==> src/rtl/result_ser_if.sv <==
// Result serializer bus: push side (producer -> FIFO) and byte stream side
// (serializer -> consumer), plus the rejected-push counter.
interface result_ser_if #(
  parameter int unsigned WIDTH = 16
);
  logic             push;
  logic [WIDTH:0]   din;
  logic             full;
  logic             out_valid;
  logic             out_ready;
  logic [7:0]       out_byte;
  logic             out_last;
  logic [7:0]       drop_cnt;

  // Producer/consumer side: drives pushes and out_ready.
  modport master (
    output push, din, out_ready,
    input  full, out_valid, out_byte, out_last, drop_cnt
  );

  // Serializer side.
  modport slave (
    input  push, din, out_ready,
    output full, out_valid, out_byte, out_last, drop_cnt
  );
endinterface

==> src/rtl/result_ser.sv <==
// result_ser: queues WIDTH+1-bit adder results in a DEPTH-entry FIFO and
// streams each one out LSB byte first over a valid/ready byte interface.
// Optional feature: define RESULT_SER_DROP_CNT_EN to count rejected pushes
// (saturating at 255); otherwise drop_cnt is tied to zero.
module result_ser #(
  parameter int unsigned WIDTH = 16,
  parameter int unsigned DEPTH = 4
) (
  input  logic         clk,
  input  logic         rst,
  result_ser_if.slave  bus
);

  localparam int unsigned DW     = WIDTH + 1;
  localparam int unsigned NBYTES = (DW + 7) / 8;
  localparam int unsigned PW     = NBYTES * 8;
  localparam int unsigned PTR_W  = $clog2(DEPTH);
  localparam int unsigned CNT_W  = PTR_W + 1;
  localparam int unsigned IDX_W  = $clog2(NBYTES) + 1;

  typedef enum logic {
    IDLE = 1'b0,
    SEND = 1'b1
  } state_e;

  state_e             state_q, state_d;
  logic [DW-1:0]      mem_q [DEPTH];
  logic [PTR_W-1:0]   wr_ptr_q, wr_ptr_d;
  logic [PTR_W-1:0]   rd_ptr_q, rd_ptr_d;
  logic [CNT_W-1:0]   count_q, count_d;
  logic [IDX_W-1:0]   byte_idx_q, byte_idx_d;
  logic [DW-1:0]      shreg_q, shreg_d;
  logic               out_valid_q, out_valid_d;
  logic [7:0]         out_byte_q, out_byte_d;
  logic               out_last_q, out_last_d;
  logic               full_q, full_d;

  logic               full_pre;
  logic               push_acc;
  logic               pop;
  logic [PW-1:0]      pad_d;

  // Acceptance is decided from pre-edge occupancy only.
  always_comb begin
    full_pre = (count_q == CNT_W'(DEPTH));
    push_acc = bus.push && !full_pre;
  end

  // Serializer FSM: next state, shift register, byte index and head pop.
  always_comb begin
    state_d    = state_q;
    shreg_d    = shreg_q;
    byte_idx_d = byte_idx_q;
    pop        = 1'b0;
    case (state_q)
      IDLE: begin
        if (count_q != '0) begin
          pop        = 1'b1;
          shreg_d    = mem_q[rd_ptr_q];
          byte_idx_d = '0;
          state_d    = SEND;
        end
      end
      SEND: begin
        if (bus.out_ready) begin
          if (byte_idx_q == IDX_W'(NBYTES - 1)) begin
            if (count_q != '0) begin
              // back-to-back results: reload without a bubble
              pop        = 1'b1;
              shreg_d    = mem_q[rd_ptr_q];
              byte_idx_d = '0;
            end else begin
              shreg_d    = '0;
              byte_idx_d = '0;
              state_d    = IDLE;
            end
          end else begin
            shreg_d    = shreg_q >> 8;
            byte_idx_d = byte_idx_q + IDX_W'(1);
          end
        end
      end
      default: state_d = IDLE;
    endcase
  end

  // FIFO pointers and occupancy (wrap naturally, DEPTH is a power of two).
  always_comb begin
    wr_ptr_d = push_acc ? wr_ptr_q + PTR_W'(1) : wr_ptr_q;
    rd_ptr_d = pop ? rd_ptr_q + PTR_W'(1) : rd_ptr_q;
    count_d  = count_q + CNT_W'(push_acc) - CNT_W'(pop);
  end

  // Registered outputs derived from next-state values.
  always_comb begin
    pad_d       = PW'(shreg_d);
    out_valid_d = (state_d == SEND);
    out_byte_d  = out_valid_d ? pad_d[7:0] : 8'h00;
    out_last_d  = out_valid_d && (byte_idx_d == IDX_W'(NBYTES - 1));
    full_d      = (count_d == CNT_W'(DEPTH));
  end

  // FIFO storage; contents need no reset since count gates every read.
  always_ff @(posedge clk) begin
    if (push_acc) begin
      mem_q[wr_ptr_q] <= bus.din;
    end
  end

  // State and output registers.
  always_ff @(posedge clk or posedge rst) begin
    if (rst) begin
      state_q     <= IDLE;
      wr_ptr_q    <= '0;
      rd_ptr_q    <= '0;
      count_q     <= '0;
      byte_idx_q  <= '0;
      shreg_q     <= '0;
      out_valid_q <= 1'b0;
      out_byte_q  <= 8'h00;
      out_last_q  <= 1'b0;
      full_q      <= 1'b0;
    end else begin
      state_q     <= state_d;
      wr_ptr_q    <= wr_ptr_d;
      rd_ptr_q    <= rd_ptr_d;
      count_q     <= count_d;
      byte_idx_q  <= byte_idx_d;
      shreg_q     <= shreg_d;
      out_valid_q <= out_valid_d;
      out_byte_q  <= out_byte_d;
      out_last_q  <= out_last_d;
      full_q      <= full_d;
    end
  end

  assign bus.out_valid = out_valid_q;
  assign bus.out_byte  = out_byte_q;
  assign bus.out_last  = out_last_q;
  assign bus.full      = full_q;

`ifdef RESULT_SER_DROP_CNT_EN
  logic [7:0] drop_cnt_q, drop_cnt_d;

  // Saturating count of pushes rejected because the FIFO was full.
  always_comb begin
    drop_cnt_d = drop_cnt_q;
    if (bus.push && full_pre && (drop_cnt_q != 8'hFF)) begin
      drop_cnt_d = drop_cnt_q + 8'd1;
    end
  end

  // Drop counter register.
  always_ff @(posedge clk or posedge rst) begin
    if (rst) begin
      drop_cnt_q <= 8'h00;
    end else begin
      drop_cnt_q <= drop_cnt_d;
    end
  end

  assign bus.drop_cnt = drop_cnt_q;
`else
  assign bus.drop_cnt = 8'h00;
`endif

endmodule

==> src/flat_wrapper.sv <==
// flat-port wrapper written by rule: the top's interface ports become plain ports
module result_ser_flat 
#(
  parameter int unsigned WIDTH = 16,
  parameter int unsigned DEPTH = 4
)
  (clk, rst, bus_push, bus_din, bus_out_ready, bus_full, bus_out_valid, bus_out_byte, bus_out_last, bus_drop_cnt);
  result_ser_if #(.WIDTH(WIDTH)) bus_i ();
  input  logic clk;
  input  logic rst;
  input wire logic [$bits(bus_i.push)-1:0] bus_push;
  input wire logic [$bits(bus_i.din)-1:0] bus_din;
  input wire logic [$bits(bus_i.out_ready)-1:0] bus_out_ready;
  output wire logic [$bits(bus_i.full)-1:0] bus_full;
  output wire logic [$bits(bus_i.out_valid)-1:0] bus_out_valid;
  output wire logic [$bits(bus_i.out_byte)-1:0] bus_out_byte;
  output wire logic [$bits(bus_i.out_last)-1:0] bus_out_last;
  output wire logic [$bits(bus_i.drop_cnt)-1:0] bus_drop_cnt;
  assign bus_i.push = bus_push;
  assign bus_i.din = bus_din;
  assign bus_i.out_ready = bus_out_ready;
  assign bus_full = bus_i.full;
  assign bus_out_valid = bus_i.out_valid;
  assign bus_out_byte = bus_i.out_byte;
  assign bus_out_last = bus_i.out_last;
  assign bus_drop_cnt = bus_i.drop_cnt;
  result_ser #(.WIDTH(WIDTH), .DEPTH(DEPTH)) u_core (.clk(clk), .rst(rst), .bus(bus_i));
endmodule
==> config.mk <==
export PLATFORM = sky130hd
export DESIGN_NAME = result_ser_flat
export DESIGN_NICKNAME = d
export VERILOG_FILES = /design/src/rtl/result_ser_if.sv /design/src/rtl/result_ser.sv /design/src/flat_wrapper.sv
export SDC_FILE = /design/constraint.sdc
export NUM_CORES = 1
export LEC_CHECK = 0
export ABC_CLOCK_PERIOD_IN_PS = 3150
export CORE_ASPECT_RATIO = 0.9
export CORE_MARGIN = 2
export CORE_UTILIZATION = 40
export CTS_CLUSTER_SIZE = 14
export DETAILED_ROUTE_END_ITERATION = 8
export PLACE_DENSITY = 0.66
export SETUP_SLACK_MARGIN = 0.4
export SLEW_MARGIN = 25
export SYNTH_ARGS = -nofsm -noshare
export SYNTH_HDL_FRONTEND = slang
export SYNTH_SLANG_ARGS = --single-unit
==> constraint.sdc <==
create_clock -name clk -period 3.15 [get_ports clk]
set_input_delay 0.63 -clock clk [delete_from_list [all_inputs] [get_ports clk]]
set_output_delay 0.63 -clock clk [all_outputs]
set_load 0.02 [all_outputs]
## Word level (Yosys, flattened, before mapping)

Memory sizes are Yosys's and may differ from the RTL's.
Cells that the tools add are included.

| word-level totals | value |
|---|---|
| output and inout port bits | 19 |
| memory bits (writable) | 68 |
| memory bits (read-only) | 0 |
| register bits after elaboration | 38 |
| latch bits | 0 |
| memories kept | 1 |
| word-level logic and storage cells | 47 |

| cells by class | value |
|---|---|
| magnitude comparators | 0 |
| bitwise operators | 1 |
| div/mod/pow operators | 0 |
| equal/unequal tests | 6 |
| mux-type cells | 19 |
| $add $sub $neg | 5 |
| reductions and logical operators | 5 |
| shifts and indexed selects | 0 |
| $mul | 0 |

Memory list:

| memory | depth | width | read ports | clocked after Yosys merged registers in | wr ports | RTL line | text |
|---|---|---|---|---|---|---|---|
| u_core.mem_q | 4 | 17 | 1 | 0 | 1 | result_ser.sv:27 | `logic [DW-1:0] mem_q [DEPTH];` |

Operator list:

| cell | count |
|---|---|
| 17-bit two-way mux | 4 |
| 17-bit one-hot mux with 2 select lines | 1 |
| 3-bit two-way mux | 3 |
| 8-bit two-way mux | 1 |
| 1-bit two-way mux | 7 |
| 3-bit by 2-bit == test with 1-bit output, second input constant | 2 |
| 3-bit == test, second input constant | 2 |
| 3-bit one-hot mux with 2 select lines | 1 |
| 2-bit by 1-bit adder with 2-bit output, second input constant | 2 |
| 1-bit one-hot mux with 2 select lines | 2 |
| 3-bit by 1-bit adder with 3-bit output | 1 |
| 3-bit by 1-bit adder with 3-bit output, second input constant | 1 |
| 3-bit nonzero test | 1 |
| 3-bit by 1-bit subtractor with 3-bit output | 1 |
| 1-bit logical AND | 2 |
| 2-bit by 1-bit != test with 1-bit output, second input constant | 1 |
| 2-bit != test, second input constant | 1 |
| 2-bit AND reduction | 1 |
| 1-bit logical NOT | 1 |
| 1-bit NOT | 1 |

## Logic depth before layout (Yosys ltp)

Gate-level depths: netlist of the first run.

| logic depth | value |
|---|---|
| depth in word-level cells | 7 |
| depth in mapped cells | 10 |
| depth with buffers taken out | 9 |

## Least setup slack after synthesis of the first run

OpenSTA, ideal clock, no wires.

| path | value |
|---|---|
| kind | input -> register |
| from | input port bus_out_ready |
| to | register u_core.full_q, in the netlist u_core.bus.full |
| path slack | 0.614 ns |
| arrival | 2.448 ns |
| setup time | 0.088 ns |
| stages on the path | 10 |
| path through | nand4bb_2 -> a21oi_4 -> buf_6 -> ha_1 -> inv_1 -> ha_1 -> fa_1 -> xor2_1 -> xnor2_1 -> nor3b_1 |

| on the way | value |
|---|---|
| cells in the longest elaborated chain, start to end | 4 |

RTL lines:

| element | RTL line | text |
|---|---|---|
| start, declared | flat_wrapper.sv:13 | `input wire logic [$bits(bus_i.out_ready)-1:0] bus_out_ready;` |
| 1-bit two-way mux | result_ser.sv:65 | `if (bus.out_ready) begin` |
| 1-bit one-hot mux with 2 select lines | result_ser.sv:55 | `case (state_q)` |
| 3-bit by 1-bit subtractor with 3-bit output | result_ser.sv:91 | `count_d = count_q + CNT_W'(push_acc) - CNT_W'(pop);` |
| named net u_core.count_d[2] | result_ser.sv:30 | `logic [CNT_W-1:0] count_q, count_d;` |
| 3-bit == test | result_ser.sv:100 | `full_d = (count_d == CNT_W'(DEPTH));` |
| named net u_core.full_d | result_ser.sv:36 | `logic full_q, full_d;` |
| end signal, assigned | result_ser.sv:133 | `full_q <= full_d;` |
| end, declared | result_ser.sv:36 |  |

The timed path passes the listed nets, and every way through them passes these cells.
A chain may end at the register's enable or synchronous reset.

## Worst setup path in the final report of the first run

Same ends and word-level chain as after synthesis.

==> reports/metrics.csv, run 1 <==
metric;value;unit
WHS;524;ps
power per standard cell area;871;nW/µm²
Antenna Nets Post-Route;0;
max incr delay on CP;490;ps
largest fanout on the critical path;3;
Max Freq;0.389;GHz
worst rel slew slack;43.9;%
beginning of the critical path;bus_out_ready;
# fillers;901;
hold path cells;1;
placed inst area;4780;µm²
CTS max path bufs;2;
synth unique cells;39;
GR Layer Usage met1;19.2;%
Post-Syn Area;4330;µm²
DRT Wirelength;7.61;mm
crit path DAT;2840;ps
Worst path most repeated cell;ha_1;
root buffer cell;clkbuf_16;
RePlAce Congestion;0.780;
R2R depth;9;
ys async rst share;35.8;%
worst flop-to-flop path endpoint;u_core.bus.full;
initial drt markers;122;
worst hold start;u_core.shreg_q[14];
Worst Setup End Kind;flop;
Initial Util;40.6;%
CP Launch Type;input pin;
drt via density;5.04;
status;finished, final reports clean;
Synth Flop Type;edfxtp_1;
max-slew violations;0;
VDD IR max;0.000384;V
input/output buffers;31;
Cells after Synth;268;
Syn Area/Cell;16.2;µm²
crit path cell chain;clkdlybuf4s50_1 > nand4bb_2 > a21oi_4 > ha_1 > inv_1 > ha_1 > fa_1 > xor2_1 > xnor2_1 > nor3b_2;
HPWL Detailed;4.79;mm
RSZ-0062 raised after global routing;false;
reg2reg setup slack;790;ps
All-Layer GR Usage;14.5;%
MaxCap Viol Count;0;
TritonCTS buffer count;9;
WP data required;3420;ps
full die area;11700;µm²
GR Util met3;5.00;%
Core Area;10700;µm²
# DRC;0;
Synth Register Bits;106;
H-Tree Depth;3;
grt ovf;0;
fin crit share;81.7;%
largest net degree at the start of global routing;39;
hold-critical path endpoint;u_core.shreg_q[14];
EDFF count, synth;68;
global-route wire length before repair;12.4;mm
Clock Skews;7.28;ps
Final Hold Viols;0;
GRT met2 Usage;22.9;%
Die Span Y;103;µm
worst slew pin tran;842;ps
P_leak;0.00192;µW
final core utilization;47.4;%
clock latency on the worst-skew pair;340;ps
I/O pin count;40;
fin crit period;2570;ps
Critical R2R Launch;u_core.byte_idx_q[0];
Seq/Total Area, Yosys;69.1;%
clock transition at the registers of the reported paths;70;ps
CP max-delay cell;clkdlybuf4s50_1;
share of layout cells above drive strength 1;18.1;%
Nets;338;
initial antenna violation count;0;
final setup vio count;0;
gr busiest metal;met2;
Rows;36;
Sink Count;106;
Synth Warn #;0;
number of global-route vias before repair;2316;
Vias;2260;
CTS tree;built;
detailed-router iteration count before antenna repair;4;
cts hold-fix bufs;0;
Min-Delay Path Class;reg2reg;
WL/cell;17.0;µm
Layout Area Growth over Synthesis;16.9;%
Design Area, Final;5060;µm²
setup_tns;0;ps
die span in x;114;µm
diode count;0;
WS Path Type;in2reg;
## logic make-up after synthesis
family	Yosys count	share of synthesized area (%)
xor gates and xnor gates	6	1.39
DFF	106	69.1
AOI/OAI and AO/OA	46	7.28
muxes	18	9.36
and+or+nand+nor	54	6.53
buffers and inverters	30	4.07
other	1	0.0866
adders and majority gates	7	2.20
## power by group
part           switching [µW]  internal (µW)
Clock                     485            543
Sequential                228           1870
Combinational             654            624
## cells in the final DEF, fill, tap and decap left out, types with 2 or more instances in the layout
cell type | Yosys | final
a21oi_1 | 18 | 18
a22o_1 | 8 | 8
a32oi_1 | 8 | 8
and2_1 | 4 | 4
buf_4 | 9 | 11
clkbuf_1 | 0 | 2
clkbuf_16 | 0 | 9
clkdlybuf4s50_1 | 0 | 31
clkinvlp_4 | 0 | 2
conb_1 | 1 | 8
dfrtp_1 | 38 | 38
edfxtp_1 | 68 | 68
ha_1 | 6 | 6
inv_1 | 12 | 12
inv_6 | 0 | 2
mux4_2 | 17 | 17
nand2_1 | 31 | 31
nor2_1 | 2 | 2
o21ai_0 | 4 | 4
o31ai_1 | 2 | 2
or2_2 | 7 | 7
xnor2_1 | 4 | 4
## synth_stat cells (2+ instances only)
| cell type | n | share of area [%] |
|---|---|---|
| edfxtp_1 | 68 | 47 |
| dfrtp_1 | 38 | 22 |
| nand2_1 | 31 | 2.7 |
| a21oi_1 | 18 | 2.1 |
| mux4_2 | 17 | 8.8 |
| inv_1 | 12 | 1.0 |
| buf_4 | 9 | 1.6 |
| a22o_1 | 8 | 1.6 |
| a32oi_1 | 8 | 1.6 |
| or2_2 | 7 | 1.0 |
| buf_2 | 6 | 0.69 |
| ha_1 | 6 | 1.7 |
| and2_1 | 4 | 0.58 |
| o21ai_0 | 4 | 0.46 |
| xnor2_1 | 4 | 0.81 |
| buf_6 | 3 | 0.78 |
| nor2_1 | 2 | 0.17 |
| o31ai_1 | 2 | 0.35 |
## layer usage
layer	vias to the layer above	routed length (µm)	part of all wire, %
met5	-	0	0
li1	1069	-	-
met4	0	89	1.2
met3	9	419	5.5
met1	1119	3530	46
met2	63	3570	47
## worst max-delay path by stage
stage / to / slack [ps] / cells past startpoint
final: u_core.bus.full / 580 / 10
after global routing: u_core.bus.full / 480 / 10
after CTS: u_core.bus.full / 550 / 9
after detailed placement: u_core.bus.full / 220 / 10
after global placement: u_core.bus.full / 300 / 10
after floorplan: u_core.bus.full / 610 / 10
## stage by stage
stage	power, µW	setup slack (ps)	std cells
after global routing	4680	483	448
after floorplan	3000	614	275
after global placement	3390	297	431
final	4410	578	448
after detailed placement	3420	217	431
after CTS	4450	551	447
## timing repair
action,in CTS,in global routing
resized for setup,0,1
setup endpoints to repair,0,1
setup buffers,0,1
hold endpoints to repair,0,0
## critical path: cells and delay by family
| family | cells | cell delay (ps) |
|---|---|---|
| fa+ha+maj | 3 | 710 |
| compound gates | 1 | 190 |
| xor+xnor | 2 | 390 |
| buf+inv | 2 | 530 |
| simple gates | 2 | 380 |
## cell type report
cell class,instances,area [µm²],area share (%)
Sequential cell,106,2990,59.1
Multi-Input combinational cell,139,1190,23.6
Timing Repair Buffer,42,393,7.76
Clock buffer,11,233,4.59
Tap cell,133,166,3.29
Inverter,12,45.0,0.889
Clock inverter,5,41.3,0.815
## flip-flops by register name, summed over array words and instances (netlist names)
register	count
u_core.mem_q	68
u_core.shreg_q	17
u_core.bus.out_byte	8
u_core.byte_idx_q	3
u_core.count_q	3
u_core.rd_ptr_q	2
u_core.wr_ptr_q	2
u_core.bus.full	1
u_core.bus.out_last	1
u_core.state_q	1
Power figures use the tool's default switching activity.
==> run 2, diff against run 1 <==
- ABC_CLOCK_PERIOD_IN_PS: 3150 -> 2300
- PLACE_DENSITY: 0.66 -> 0.68
- clock period: 3.15 -> 2.3 ns (I/O delays scaled with it)
==> reports/metrics.csv, run 2 (synthesis results as in run 1) <==
metric;value;unit
status;finished, final reports clean;
I/O pin count;40;
share of layout cells above drive strength 1;24.8;%
reg2reg setup slack;220;ps
full die area;11700;µm²
final core utilization;49.9;%
input/output buffers;31;
beginning of the critical path;u_core.count_q[1];
Min-Delay Path Class;reg2reg;
CTS tree;built;
Antenna Nets Post-Route;0;
Core Area;10700;µm²
clock latency on the worst-skew pair;340;ps
HPWL Detailed;5.34;mm
global-route wire length before repair;13.6;mm
R2R depth;9;
P_leak;0.00203;µW
Reg power frac;43.6;%
WL/cell;17.4;µm
commonest non-fill, non-tap cell in the layout;edfxtp_1;
Critical R2R Launch;u_core.count_q[1];
Reg with most FFs;u_core.mem_q;
Initial Util;40.6;%
flip-flop count of the largest register after layout;68;
Sink Count;106;
Vias;2375;
diode count;0;
last element of the critical path;u_core.bus.full;
largest net degree at the start of global routing;39;
max-slew violations;0;
Clock Skews;5.73;ps
Net Sw Frac;30.9;%
largest fanout on the critical path;2;
RSZ-0062 raised after global routing;true;
combinational share of power;33.5;%
placed inst area;4950;µm²
worst flop-to-flop path endpoint;u_core.bus.full;
Rows;36;
clock transition at the registers of the reported paths;70;ps
# DRC;0;
die span in x;114;µm
Worst Setup End Kind;flop;
Nets;354;
cts hold-fix bufs;0;
VDD IR max;0.000531;V
Final Total Pwr;6490;µW
clock share of power;22.8;%
TritonCTS buffer count;9;
H-Tree Depth;3;
crit path DAT;2350;ps
RePlAce Congestion;0.789;
Die Span Y;103;µm
grt ovf;0;
WS Path Type;reg2reg;
fin crit period;2080;ps
setup ws final;217;ps
post-placement setup slack;-391;ps
Design Area, Final;5320;µm²
Max Freq;0.480;GHz
CTS max path bufs;2;
MaxCap Viol Count;0;
fin crit share;90.6;%
All-Layer GR Usage;15.6;%
CP Launch Type;flop;
Int Pwr;4480;µW
final setup vio count;0;
number of global-route vias before repair;2526;
detailed-router iteration count before antenna repair;4;
root buffer cell;clkbuf_16;
initial drt markers;127;
initial antenna violation count;0;
Final Hold Viols;0;
Psw;2010;µW
most frequent cells in the layout;edfxtp_1, dfrtp_1, nand2_1;
WHS;523;ps
WP data required;2560;ps
power per standard cell area;1220;nW/µm²
drt via density;5.12;
DRT Wirelength;8.09;mm
Layout Area Growth over Synthesis;22.9;%
==> run 2: changes by cell type in the layout (fill, tap and decap cells not counted), sizes merged <==
cell and change:
clkdlybuf4s50 -2, dlygate4sd2 +2, buf +16
==> run 2: what timing repair did <==
| action | CTS | global route |
|---|---|---|
| buffers inserted | 7 | 1 |
| setup endpoints to repair | 72 | 19 |
| endpoints found under the hold margin | 0 | 0 |
| pin swaps | 7 | 1 |
| gates resized for setup | 5 | 1 |
==> run 2: final cells by class <==
type,count,area [µm²]
Multi-Input combinational cell,139,1250
Clock buffer,11,253
Tap cell,133,166
Inverter,12,45.0
Timing Repair Buffer,58,573
Sequential cell,106,3000
Fill cell,892,5350
Clock inverter,5,43.8
==> run 2: metrics by stage <==
| stage | TNS, ps | instances |
|---|---|---|
| 2_1_floorplan | -27.8 | 275 |
| 3_3_place_gp | -404 | 440 |
| 3_5_place_dp | -649 | 440 |
| 4_1_cts | 0 | 463 |
| 5_1_grt | 0 | 464 |
| 6_report | 0 | 464 |
==> run 2: worst min path at each step <==
stage	start	endpoint	slack, ps	depth (start not counted)
detailed placement	u_core.shreg_q[12]	u_core.shreg_q[12]	510	1
finish	u_core.shreg_q[16]	u_core.shreg_q[16]	520	1
CTS	u_core.shreg_q[16]	u_core.shreg_q[16]	520	1
global placement	u_core.shreg_q[16]	u_core.shreg_q[16]	500	1
floorplan	u_core.shreg_q[10]	u_core.shreg_q[10]	470	1
global route	u_core.shreg_q[9]	u_core.shreg_q[9]	540	1
==> run 2: power by group through the flow <==
| stage | logic [µW] | clock network (µW) | registers, µW |
|---|---|---|---|
| finish | 2180 | 1480 | 2830 |
| global route | 2380 | 1600 | 2890 |
| global placement | 2010 | 0 | 2850 |
| detailed placement | 2060 | 0 | 2870 |
| CTS | 2180 | 1520 | 2830 |
| floorplan | 1300 | 0 | 2880 |
==> run 2: worst max-delay path: stages, from the launching register on <==
cell and delay (ps):
dfrtp_2 440, nor3_4 240, a21oi_4 60, ha_4 260
inv_2 40, ha_4 150, fa_2 330, xor2_1 150
xnor2_1 170, nor3b_2 180
==> run 2: routing by layer <==
layer | global-route usage (%) | routed length, µm | vias to the layer above
li1 | - | - | 1104
met5 | 0 | 0 | -
met3 | 4.23 | 349 | 8
met2 | 26.1 | 3940 | 58
met4 | 3.66 | 61 | 0
met1 | 20.6 | 3740 | 1205
==> run 3, diff against run 2 <==
==> constraint.sdc (replaced) <==
create_clock -name clk -period 2.3 [get_ports clk]
set_input_delay 0.46 -clock clk [delete_from_list [all_inputs] [get_ports clk]]
set_output_delay 0.46 -clock clk [all_outputs]
set_load 0.05 [all_outputs]
==> reports/metrics.csv, run 3 (synthesis results as in run 1) <==
metric;value;unit
commonest non-fill, non-tap cell in the layout;edfxtp_1;
global-route wire length before repair;12.5;mm
WS Path Type;reg2reg;
I/O pin count;40;
max incr delay on CP;430;ps
cell total after placement;441;
input/output buffers;31;
worst flop-to-flop path endpoint;u_core.bus.full;
WP data required;2560;ps
Core Area;10700;µm²
clock latency on the worst-skew pair;330;ps
reg2reg setup slack;230;ps
drt via density;5.03;
Initial Util;40.6;%
All-Layer GR Usage;14.5;%
Nets;354;
Critical R2R Launch;u_core.count_q[1];
Final Total Pwr;6520;µW
# fillers;913;
power per standard cell area;1230;nW/µm²
Vias;2336;
Rows;36;
clock transition at the registers of the reported paths;70;ps
DRT Wirelength;7.80;mm
P_leak;0.00206;µW
CTS max path bufs;2;
Die Span Y;103;µm
Worst path top cell family by delay;adder cells;
TritonCTS buffer count;9;
share of layout cells above drive strength 1;24.8;%
flip-flop count of the largest register after layout;68;
sequential cell area;3000;µm²
H-Tree Depth;3;
Layout Area Growth over Synthesis;22.3;%
RePlAce Congestion;0.785;
CTS tree;built;
Reg with most FFs;u_core.mem_q;
Max Freq;0.484;GHz
initial antenna violation count;0;
Min-Delay Path Class;in2async;
most frequent cells in the layout;edfxtp_1, dfrtp_1, nand2_1;
GR Util met3;3.76;%
RSZ-0062 raised after global routing;true;
WL/cell;16.8;µm
worst slew pin tran;579;ps
cts hold-fix bufs;0;
Worst path most repeated cell;ha_4;
grt ovf;0;
post-route insts no fill;464;
gr busiest metal;met2;
initial drt markers;128;
fin crit period;2070;ps
Critical path buffers and inverters;1;
# DRC;0;
final setup vio count;0;
MaxCap Viol Count;0;
number of global-route vias before repair;2377;
status;finished, final reports clean;
largest fanout on the critical path;2;
Sink Count;106;
crit path cell chain;nor3_4 > a21oi_4 > ha_4 > inv_2 > ha_4 > fa_2 > xor2_1 > xnor2_1 > nor3b_2;
max-slew violations;0;
detailed-router iteration count before antenna repair;4;
CP Launch Type;flop;
GRT met2 Usage;24.1;%
Worst Setup End Kind;flop;
CP max-delay cell;dfrtp_2;
GR Layer Usage met1;19.3;%
VDD IR max;0.000679;V
Clock Skews;6.19;ps
Antenna Nets Post-Route;0;
fin crit share;89.8;%
largest net degree at the start of global routing;19;
die span in x;114;µm
stages on the worst setup path;9;
root buffer cell;clkbuf_16;
diode count;0;
Final Hold Viols;0;
worst rel slew slack;61.3;%
full die area;11700;µm²
HPWL Detailed;5.26;mm
crit path DAT;2330;ps
Multi-input gate area;1240;µm²
R2R depth;9;
## run 3: metrics by stage
step	setup WS (ps)	hold WS, ps	util, %	instance area, µm²	TNS [ps]
after floorplan	-26.4	474	-	4410	-26.4
after detailed placement	-365	491	46.5	4960	-571
final	234	482	49.6	5300	0
after global routing	123	545	49.6	5300	0
after CTS	207	496	49.6	5290	0
after global placement	-282	504	46.5	4960	-410
## run 3: timing repair
item | 4_1_cts | 5_1_grt
gates resized for setup | 14 | 1
endpoints found under the setup margin | 14 | 70
buffers inserted | 7 | 0
pin swaps | 7 | 1
## run 3: worst max path at each step
stage | start | endpoint | slack, ps
4_1_cts | u_core.count_q[0] | u_core.bus.full | 210
3_3_place_gp | bus_out_ready | u_core.bus.full | -280
6_report | u_core.count_q[1] | u_core.bus.full | 230
2_1_floorplan | u_core.state_q | u_core.bus.full | -30
3_5_place_dp | bus_out_ready | u_core.bus.full | -370
5_1_grt | u_core.count_q[1] | u_core.bus.full | 120
## run 3: layout make-up
type	count	area share, %
multi-input combinational	139	23.4
tap	133	3.14
inverter	12	0.850
clock buffer	11	4.58
timing repair buffer	58	10.6
sequential	106	56.6
clock inverter	5	0.897
## run 3: layer usage
layer / vias to the layer above / wire length [µm]
met1: 1175 / 3580
met3: 6 / 302
met4: 0 / 82
met2: 52 / 3830
met5: - / 0
li1: 1103 / -
## run 3: report_power, final
| part | switching [µW] | internal (µW) | leakage, µW | total (µW) |
|---|---|---|---|---|
| Combinational | 1230 | 1000 | 0.000811 | 2230 |
| Clock | 682 | 784 | 0.000140 | 1470 |
| Sequential | 252 | 2570 | 0.00111 | 2820 |
